$ cat config.mk
export PLATFORM = sky130hd
export DESIGN_NAME = vector_memory_arbiter
export DESIGN_NICKNAME = d
export VERILOG_FILES = /design/src/rtl/vector_memory_arbiter.sv
export SDC_FILE = /design/constraint.sdc
export NUM_CORES = 1
export LEC_CHECK = 0
export ABC_AREA = 1
export CAP_MARGIN = 20
export CORE_AREA = 4 4 246 248
export CTS_BUF_LIST = sky130_fd_sc_hd__clkbuf_2 sky130_fd_sc_hd__clkbuf_4 sky130_fd_sc_hd__clkbuf_8
export CTS_CLUSTER_DIAMETER = 40
export CTS_CLUSTER_SIZE = 14
export DETAILED_ROUTE_END_ITERATION = 10
export DIE_AREA = 0 0 250 252
export HOLD_SLACK_MARGIN = 0.03
export PLACE_DENSITY = 0.48
export SLEW_MARGIN = 5
export SYNTH_ARGS = -nofsm -noshare
export SYNTH_HDL_FRONTEND = slang
export SYNTH_SLANG_ARGS = --single-unit
$ cat constraint.sdc
create_clock -name clock -period 2.08 [get_ports clock]
set_input_delay 0.416 -clock clock [delete_from_list [all_inputs] [get_ports clock]]
set_output_delay 0.416 -clock clock [all_outputs]
set_load 0.05 [all_outputs]
$ cat src/rtl/vector_memory_arbiter.sv
// Arbitrates the single-port vector data memory between the CPU M-stage and a host burst loader.
// The CPU normally wins; a saturating wait counter forces one host slot after MAX_WAIT denials.
module vector_memory_arbiter #(
    parameter int DATA_WIDTH    = 96,
    parameter int ADDRESS_WIDTH = 16,
    parameter int LEN_WIDTH     = 8,
    parameter int MAX_WAIT      = 4
) (
    input  logic                     clock,
    input  logic                     reset,
    input  logic                     cpuReq,
    input  logic                     cpuWrite,
    input  logic [ADDRESS_WIDTH-1:0] cpuAddress,
    input  logic [DATA_WIDTH-1:0]    cpuWriteData,
    output logic [DATA_WIDTH-1:0]    cpuReadData,
    output logic                     cpuStall,
    input  logic                     hostStart,
    input  logic                     hostWrite,
    input  logic [ADDRESS_WIDTH-1:0] hostBase,
    input  logic [LEN_WIDTH-1:0]     hostLength,
    input  logic [DATA_WIDTH-1:0]    hostWriteData,
    input  logic                     hostWriteValid,
    output logic                     hostWriteReady,
    output logic [DATA_WIDTH-1:0]    hostReadData,
    output logic                     hostReadValid,
    output logic                     hostBusy,
    output logic                     hostDone,
    output logic                     memWriteEnable,
    output logic [ADDRESS_WIDTH-1:0] memAddress,
    output logic [DATA_WIDTH-1:0]    memWriteData,
    input  logic [DATA_WIDTH-1:0]    memReadData
);

    localparam int WAIT_WIDTH = $clog2(MAX_WAIT + 1);

    typedef enum logic [1:0] {
        IDLE,
        BURST,
        DONE
    } state_t;

    state_t                   state;
    state_t                   state_next;
    logic [LEN_WIDTH-1:0]     index;
    logic [LEN_WIDTH-1:0]     burst_len;
    logic [ADDRESS_WIDTH-1:0] burst_base;
    logic                     burst_write;
    logic [WAIT_WIDTH-1:0]    wait_count;
    logic                     read_valid;
    logic                     host_pending;
    logic                     host_grant;
    logic [ADDRESS_WIDTH-1:0] host_address;

    // Address sum wraps naturally at the memory address width.
    assign host_address = burst_base + ADDRESS_WIDTH'(index);

    // NOTE: every signal written here gets a default first, so no path can infer a latch.
    always_comb begin
        state_next     = state;
        host_pending   = 1'b0;
        host_grant     = 1'b0;
        memWriteEnable = cpuReq & cpuWrite;
        memAddress     = cpuAddress;
        memWriteData   = cpuWriteData;
        hostWriteReady = 1'b0;
        case (state)
            IDLE: begin
                if (hostStart) begin
                    state_next = (hostLength == '0) ? DONE : BURST;
                end
            end
            BURST: begin
                host_pending = burst_write ? hostWriteValid : 1'b1;
                host_grant   = host_pending &&
                               (!cpuReq || wait_count == WAIT_WIDTH'(MAX_WAIT));
                if (host_grant) begin
                    memAddress     = host_address;
                    memWriteData   = hostWriteData;
                    memWriteEnable = burst_write;
                    hostWriteReady = burst_write;
                    if (index == burst_len - LEN_WIDTH'(1)) begin
                        state_next = DONE;
                    end
                end
            end
            DONE:    state_next = IDLE;
            default: state_next = IDLE;
        endcase
    end

    assign cpuStall      = cpuReq & host_grant;
    assign cpuReadData   = memReadData;
    assign hostBusy      = (state != IDLE);
    assign hostDone      = (state == DONE);
    assign hostReadValid = read_valid;
    assign hostReadData  = read_valid ? memReadData : '0;

    // NOTE: sequential state uses non-blocking assignments so every register samples pre-edge values.
    always_ff @(posedge clock) begin
        if (reset) begin
            state       <= IDLE;
            index       <= '0;
            burst_len   <= '0;
            burst_base  <= '0;
            burst_write <= 1'b0;
            wait_count  <= '0;
            read_valid  <= 1'b0;
        end else begin
            state      <= state_next;
            read_valid <= host_grant & ~burst_write;
            if (state == IDLE && hostStart) begin
                burst_base  <= hostBase;
                burst_len   <= hostLength;
                burst_write <= hostWrite;
                index       <= '0;
            end else if (host_grant) begin
                index <= index + LEN_WIDTH'(1);
            end
            if (state != BURST || host_grant) begin
                wait_count <= '0;
            end else if (host_pending && wait_count != WAIT_WIDTH'(MAX_WAIT)) begin
                wait_count <= wait_count + WAIT_WIDTH'(1);
            end
        end
    end

endmodule

==> metrics.txt, run 1 <==
vias after detailed routing 8917; proportion of synthesized chip area in sequential cells 0.147; vertical die dimension roughly 250 um; antenna-violating nets left 0; crit start category register; post-synthesis cell count about 1.0k; Worst-path clk slew 0.09 ns; status complete, but fails checks; top cells by area in the synthesized netlist sky130_fd_sc_hd__nand2_1, sky130_fd_sc_hd__dfxtp_1, sky130_fd_sc_hd__buf_4, sky130_fd_sc_hd__inv_1, sky130_fd_sc_hd__o21ai_0; area post-placement approximately 16000 um2; setup violation total in the final timing report about 120; CTS sink cnt 39; number of warnings issued by yosys 0; final critical path time including I/O delays and setup about 2.6 ns; I/O pin count about 650; critical path class reg2out; post-detailed-route via-to-cell ratio around 3.6; layout overhead on the synthesized area 269%; clock latency on the worst-skew pair between 0.3 and 0.4 ns; Global Route Usage Sum 0.166; DR DRC count 0; Final nets between 2k and 2.5k; transition time at the pin with the least slew margin roughly 0.47 ns; synthesized area 5300 um2; First-pass DRT Iterations 6; post-synth net total around 1.4k; fraction of registers with async set or reset after synthesis 0; reg-to-reg endpoint index[3]$_SDFFE_PP0P_; maximum clock frequency ~0.38 GHz; required time at the worst-slack endpoint around 1.7 ns; WL/cell around 23 um; share of the clock period used by the worst path 1.26; Post-Synth Simple-Gate Area 0.438; IO Port Bufs about 640; share of layout cells above drive strength 1 0.503; pin count of the biggest net entering global routing 35; standby leakage power about 0.0091 uW; final hold violations 0; leading cell types by count after synthesis sky130_fd_sc_hd__nand2_1, sky130_fd_sc_hd__inv_1, sky130_fd_sc_hd__buf_4; prevailing post-synth register cell sky130_fd_sc_hd__dfxtp_1; core outline area between 50000 and 60000 um2; number of cell rows 89; worst-case reg-to-reg path depth 14; maximum net fanout on the critical path 5; maximum level of the CTS H-tree 2; aggregate global routing overflow 0; VDD IR max between 0.2 and 0.3 mV; relative max-transition margin 0.689; CTS hold repair buffers 0; total of flip-flops plus latches after synthesis 39; via count of the first global-routing pass around 9.6k; RSZ-0062 raised after global routing true; post-route design area 19500 um2; final worst setup slack -0.547 ns; number of buffers on the longest clock path 2; combinational family with the most area after synthesis simple AND/OR/NAND/NOR gates; global-route wire length before repair roughly 75000 um; startpoint of the worst hold path burst_write$_SDFFE_PP0P_; setup slack at placement -0.584 ns; syn avg cell area ~5.2 um2; post-synth top area share 0.340; number of distinct library cells after synthesis 38; CP Capture Type primary output; clock tree from TritonCTS built; failing checks setup timing; share of the synthesized netlist area taken by xor and xnor gates 0.0149; most area-hungry cell type in the Yosys netlist sky130_fd_sc_hd__nand2_1; Synth Area in Compound Gates 0.0787; slack of the worst reg-to-reg path 0.11 ns; final weighted congestion in routability-driven placement 0.897; Cells on Worst Hold Path 1; Max-Cap Viols 0; Initial DRC Count 325; Synth Area in Adders 0.0321; die area approximately 63000 um2; R2R Path Start wait_count[0]$_SDFFE_PP0P_; EDFF count, synth 0; floorplan die width ~250 um; Max Slew Vio Count 0; Inserted Clock Buffers 5; total power divided by cell area approximately 400 nW/um2; Initial Util 0.0906; Arrival @ worst endpoint ~2.2 ns; worst hold path type reg2reg; final setup skew around 0.0036 ns; Post-Route WL 55500 um; Worst Hold Endpoint hostReadValid$_SDFF_PP0_; Fin Hold WS roughly 0.42 ns; most frequently used cell type in the post-synthesis netlist sky130_fd_sc_hd__nand2_1; half-perimeter wire length after detailed placement about 45000 um; cell chosen for the clock root sky130_fd_sc_hd__clkbuf_8; mux share of post-synthesis cell area 0; antenna violations before repair 40
logic make-up (layout without fill, tap and decap cells):
logic type	count (synthesis)	in the layout
buf+inv	287	951
flops	39	39
xor+xnor	9	9
fa+ha+maj	13	13
compound gates	80	80
other cells	0	4
simple gates	583	583
final cells by class:
cell class / instances / area (um2)
Timing Repair inverter: 2 / 46.3
Fill cell: 5880 / 38900
Timing Repair Buffer: 794 / 11500
Inverter: 147 / 578
Antenna cell: 4 / 10.0
Clock buffer: 5 / 68.8
Clock inverter: 3 / 22.5
Multi-Input combinational cell: 685 / 5480
Sequential cell: 39 / 807
Tap cell: 773 / 967
metrics by stage:
stage	setup TNS [ns]	utilization	total power (uW)	instances
floorplan	-0.200	-	3160	1011
global placement	-54.33	0.267	5990	2361
detailed placement	-56.54	0.267	6000	2361
CTS	-42.82	0.329	7840	2460
global route	-51.66	0.334	8150	2449
finish	-41.45	0.334	7840	2452
flip-flops by register name, indices dropped and copies added (netlist names):
register / cells
burst_base: 16
burst_len: 8
burst_write: 1
hostReadValid: 1
index: 8
state: 2
wait_count: 3
metal layers:
metal / wire, um / vias to the layer above / share of wire / GRT usage
met5: 175 / - / 0.0032 / 0
met4: 911 / 24 / 0.016 / 0.0165
met3: 5180 / 85 / 0.093 / 0.0672
met2: 29100 / 388 / 0.53 / 0.312
met1: 20100 / 4166 / 0.36 / 0.183
li1: - / 4254 / - / -
critical path, stage by stage (launching register included):
cell	delay, ns
sky130_fd_sc_hd__dfxtp_4	0.37
sky130_fd_sc_hd__ha_4	0.12
sky130_fd_sc_hd__inv_2	0.03
sky130_fd_sc_hd__fa_2	0.33
sky130_fd_sc_hd__nand3b_1	0.18
sky130_fd_sc_hd__nand2_2	0.09
sky130_fd_sc_hd__nand3_2	0.08
sky130_fd_sc_hd__nand2_4	0.09
sky130_fd_sc_hd__nand2_4	0.07
sky130_fd_sc_hd__o21bai_1	0.19
sky130_fd_sc_hd__nand3_2	0.13
sky130_fd_sc_hd__nand2_4	0.08
sky130_fd_sc_hd__buf_12	0.13
what timing repair did:
item,CTS,global route
setup buffers,67,11
endpoints found under the setup margin,115,125
pin swaps,105,59
resized for setup,625,113
gates cloned,26,2
report_power, final:
group | internal (uW) | switching [uW] | total (uW)
clock | 242 | 333 | 575
sequential | 812 | 64.8 | 876
combinational | 3060 | 3330 | 6390
how the worst max path moves through the flow:
stage,from,endpoint,slack (ns),cells past startpoint
after floorplan,index[0]$_SDFFE_PP0P_,memAddress[14],-0.09,11
after global placement,cpuReq,memWriteData[54],-0.58,9
after detailed placement,cpuReq,memWriteData[64],-0.58,9
after CTS,index[0]$_SDFFE_PP0P_,memAddress[10],-0.53,14
after global routing,burst_base[0]$_SDFFE_PP0P_,memAddress[12],-0.65,12
final,index[0]$_SDFFE_PP0P_,memAddress[12],-0.55,12
placed cells by master, fill, tap and decap left out, types with 3 or more instances in the layout:
master,Yosys,layout
sky130_fd_sc_hd__a21oi_1,32,26
sky130_fd_sc_hd__a21oi_2,0,4
sky130_fd_sc_hd__buf_12,0,335
sky130_fd_sc_hd__buf_16,0,18
sky130_fd_sc_hd__buf_4,97,74
sky130_fd_sc_hd__buf_6,7,18
sky130_fd_sc_hd__buf_8,1,13
sky130_fd_sc_hd__clkbuf_8,0,5
sky130_fd_sc_hd__clkdlybuf4s50_1,0,332
sky130_fd_sc_hd__dfxtp_1,39,24
sky130_fd_sc_hd__dfxtp_2,0,12
sky130_fd_sc_hd__dfxtp_4,0,3
sky130_fd_sc_hd__diode_2,0,4
sky130_fd_sc_hd__ha_1,12,5
sky130_fd_sc_hd__ha_4,0,7
sky130_fd_sc_hd__inv_1,144,138
sky130_fd_sc_hd__inv_2,2,8
sky130_fd_sc_hd__nand2_1,480,192
sky130_fd_sc_hd__nand2_2,0,27
sky130_fd_sc_hd__nand2_4,1,256
sky130_fd_sc_hd__nand2_8,0,6
sky130_fd_sc_hd__nand3_1,31,19
sky130_fd_sc_hd__nand3_2,1,10
sky130_fd_sc_hd__nand3_4,0,3
sky130_fd_sc_hd__nor2_1,47,40
sky130_fd_sc_hd__nor2_2,2,5
sky130_fd_sc_hd__nor2_4,1,5
sky130_fd_sc_hd__nor3_1,5,5
sky130_fd_sc_hd__nor4_1,4,3
sky130_fd_sc_hd__o21ai_0,41,27
sky130_fd_sc_hd__o21ai_1,1,3
sky130_fd_sc_hd__o21ai_2,0,4
sky130_fd_sc_hd__o21ai_4,0,8
sky130_fd_sc_hd__xnor2_1,5,3
Power figures use the tool's default switching activity.
==> run 2, diff against run 1 <==
--- a/config.mk
+++ b/config.mk
@@ -14,7 +14,6 @@
 export DETAILED_ROUTE_END_ITERATION = 10
 export DIE_AREA = 0 0 250 252
 export HOLD_SLACK_MARGIN = 0.03
-export PLACE_DENSITY = 0.48
 export SLEW_MARGIN = 5
 export SYNTH_ARGS = -nofsm -noshare
 export SYNTH_HDL_FRONTEND = slang
==> metrics.txt, run 2 (synthesized netlist as in run 1, its figures left out) <==
status complete, but fails checks; failing checks setup timing; overall power of the completed layout 7920 uW (+0.98%); RSZ-0062 raised after global routing true; CTS sink cnt 39 (unchanged); final setup skew 0.00386 ns (+0.000275 ns); Worst-path clk slew 0.08 ns (about the same); First-pass DRT Iterations 5 (-1); cell chosen for the clock root sky130_fd_sc_hd__clkbuf_8; WL/cell 24.3 um (+7.3%); final core utilization 0.340 (+0.00571); final hold violations 0 (unchanged); registers with the most flip-flops burst_base x16, burst_len x8, index x8; layout overhead on the synthesized area 275%; antenna-violating nets left 0 (unchanged); share of layout cells above drive strength 1 0.510 (+0.00626); clock tree from TritonCTS built; post-detailed-route via-to-cell ratio 3.61 (-0.69%); clock latency on the worst-skew pair 0.31 ns (about the same); share of the clock period used by the worst path 1.30 (+0.0344); transition time at the pin with the least slew margin 0.560 ns (+0.0947 ns); VDD IR max 0.276 mV (+5.3%); Initial Util 0.0906 (unchanged); maximum level of the CTS H-tree 2 (unchanged); Global Route Usage Sum 0.177 (+0.0109); global-route wire length before repair 77700 um (+3.1%); crit start category register; Inserted Clock Buffers 5 (unchanged); core outline area 58500 um2 (unchanged); vias after detailed routing 8895 (-0.25%); M2 GR Usage 0.313 (about the same); final weighted congestion in routability-driven placement 0.927 (+3.3%); leading cell type in the layout, fill and taps excluded sky130_fd_sc_hd__buf_12; required time at the worst-slack endpoint 1.66 ns (about the same); number of buffers on the longest clock path 2 (unchanged); top library cells by usage in the layout, fill and taps aside sky130_fd_sc_hd__buf_12, sky130_fd_sc_hd__clkdlybuf4s50_1, sky130_fd_sc_hd__nand2_4, sky130_fd_sc_hd__nand2_1, sky130_fd_sc_hd__inv_1; half-perimeter wire length after detailed placement 49900 um (+11%); antenna violations before repair 60 (+50%); critical path class reg2out; Initial DRC Count 445 (+37%); IO Port Bufs 644 (unchanged); final critical path time including I/O delays and setup 2.70 ns (+0.0716 ns); aggregate global routing overflow 0 (unchanged); Post-Route WL 59700 um (+7.7%); met3 Usage GRT 0.0854 (+0.0181); number of cell rows 89 (unchanged); via count of the first global-routing pass 9029 (-5.7%); pin count of the biggest net entering global routing 36 (+2.9%); vertical die dimension 252 um (unchanged); Arrival @ worst endpoint 2.28 ns (+0.07 ns); Max Slew Vio Count 0 (unchanged); worst hold path type reg2reg; total power divided by cell area 399 nW/um2 (-0.72%); standby leakage power 0.00919 uW (+0.91%); Most flops, register burst_base; maximum clock frequency 0.371 GHz (-2.7%); CTS hold repair buffers 0 (unchanged); Fin Hold WS 0.440 ns (+0.0221 ns); CP Capture Type primary output; setup violation total in the final timing report 115 (unchanged); GR met1 Demand/Resource 0.190 (+0.00746); relative max-transition margin 0.626 (-0.0632); floorplan die width 250 um (unchanged); die area 63000 um2 (unchanged); layer with the highest usage after global routing met2; I/O pin count 645 (unchanged); DR DRC count 0 (unchanged); maximum net fanout on the critical path 5 (unchanged); flip-flop count of the largest register, all copies and words added 16 (unchanged); final worst setup slack -0.619 ns (-0.0716 ns); Final nets 2023 (+0.049%); Max-Cap Viols 0 (unchanged); setup slack at placement -0.573 ns (+0.0111 ns); aggregate negative setup slack -36.80 ns (+4.65 ns)
-- run 2: cell count changes in the layout (fill, tap and decap cells not counted), moves of 7 or more --
cell / change
sky130_fd_sc_hd__buf_12: +10
sky130_fd_sc_hd__buf_4: -7
sky130_fd_sc_hd__diode_2: +10
sky130_fd_sc_hd__nand2_1: -18
sky130_fd_sc_hd__nand2_2: +12
sky130_fd_sc_hd__nand2_4: -16
sky130_fd_sc_hd__nand2_8: +22
-- run 2: metal layers --
metal	vias up	part of all wire	wire, um
met2	427	0.51	30600
li1	4277	-	-
met3	118	0.11	6460
met5	-	0.0033	198
met4	32	0.022	1340
met1	4041	0.35	21200
-- run 2: power by group --
group | internal, uW | switching, uW | leakage (uW)
registers | 810 | 60.4 | 0.000327
logic | 3110 | 3390 | 0.00882
clock network | 248 | 305 | 0.0000447
-- run 2: final timing paths --
path	startpoint	endpoint	slack (ns)	cells past startpoint
max	burst_base[0]$_SDFFE_PP0P_	memAddress[14]	-0.62	12
min reg2reg	burst_write$_SDFFE_PP0P_	hostReadValid$_SDFF_PP0_	0.44	1
max reg2reg	wait_count[1]$_SDFFE_PP0P_	index[3]$_SDFFE_PP0P_	0.11	15
min	burst_write$_SDFFE_PP0P_	hostReadValid$_SDFF_PP0_	0.44	1
-- run 2: repair_timing --
item,4_1_cts,5_1_grt
setup buffers,44,21
resized for setup,585,203
cloned,29,4
pin swaps,94,91
endpoints found under the setup margin,115,119
-- run 2: worst max-delay path: stages, from the launching register on --
cell	delay, ns
sky130_fd_sc_hd__dfxtp_4	0.38
sky130_fd_sc_hd__ha_4	0.14
sky130_fd_sc_hd__inv_2	0.03
sky130_fd_sc_hd__fa_2	0.34
sky130_fd_sc_hd__nand3b_1	0.19
sky130_fd_sc_hd__nand2_2	0.10
sky130_fd_sc_hd__nand3_2	0.09
sky130_fd_sc_hd__nand2_4	0.11
sky130_fd_sc_hd__nand2_4	0.07
sky130_fd_sc_hd__o21ai_1	0.16
sky130_fd_sc_hd__nand3_2	0.12
sky130_fd_sc_hd__nand2_4	0.10
sky130_fd_sc_hd__buf_12	0.13
-- run 2: layout make-up --
class / instances / area (um2)
fillers: 5799 / 38600
repair buffers: 794 / 11600
multi-input cells: 685 / 5720
well taps: 773 / 967
flip-flops and latches: 39 / 806
inverters: 147 / 578
clock buffers: 6 / 76.3
repair inverters: 3 / 48.8
diodes: 14 / 35.0
clock inverters: 2 / 12.5
-- run 2: through the flow --
step / area [um2] / std cells
final: 19900 / 2463
after global routing: 19800 / 2459
after CTS: 19100 / 2449
after detailed placement: 15700 / 2370
after global placement: 15700 / 2370
after floorplan: 5420 / 1011
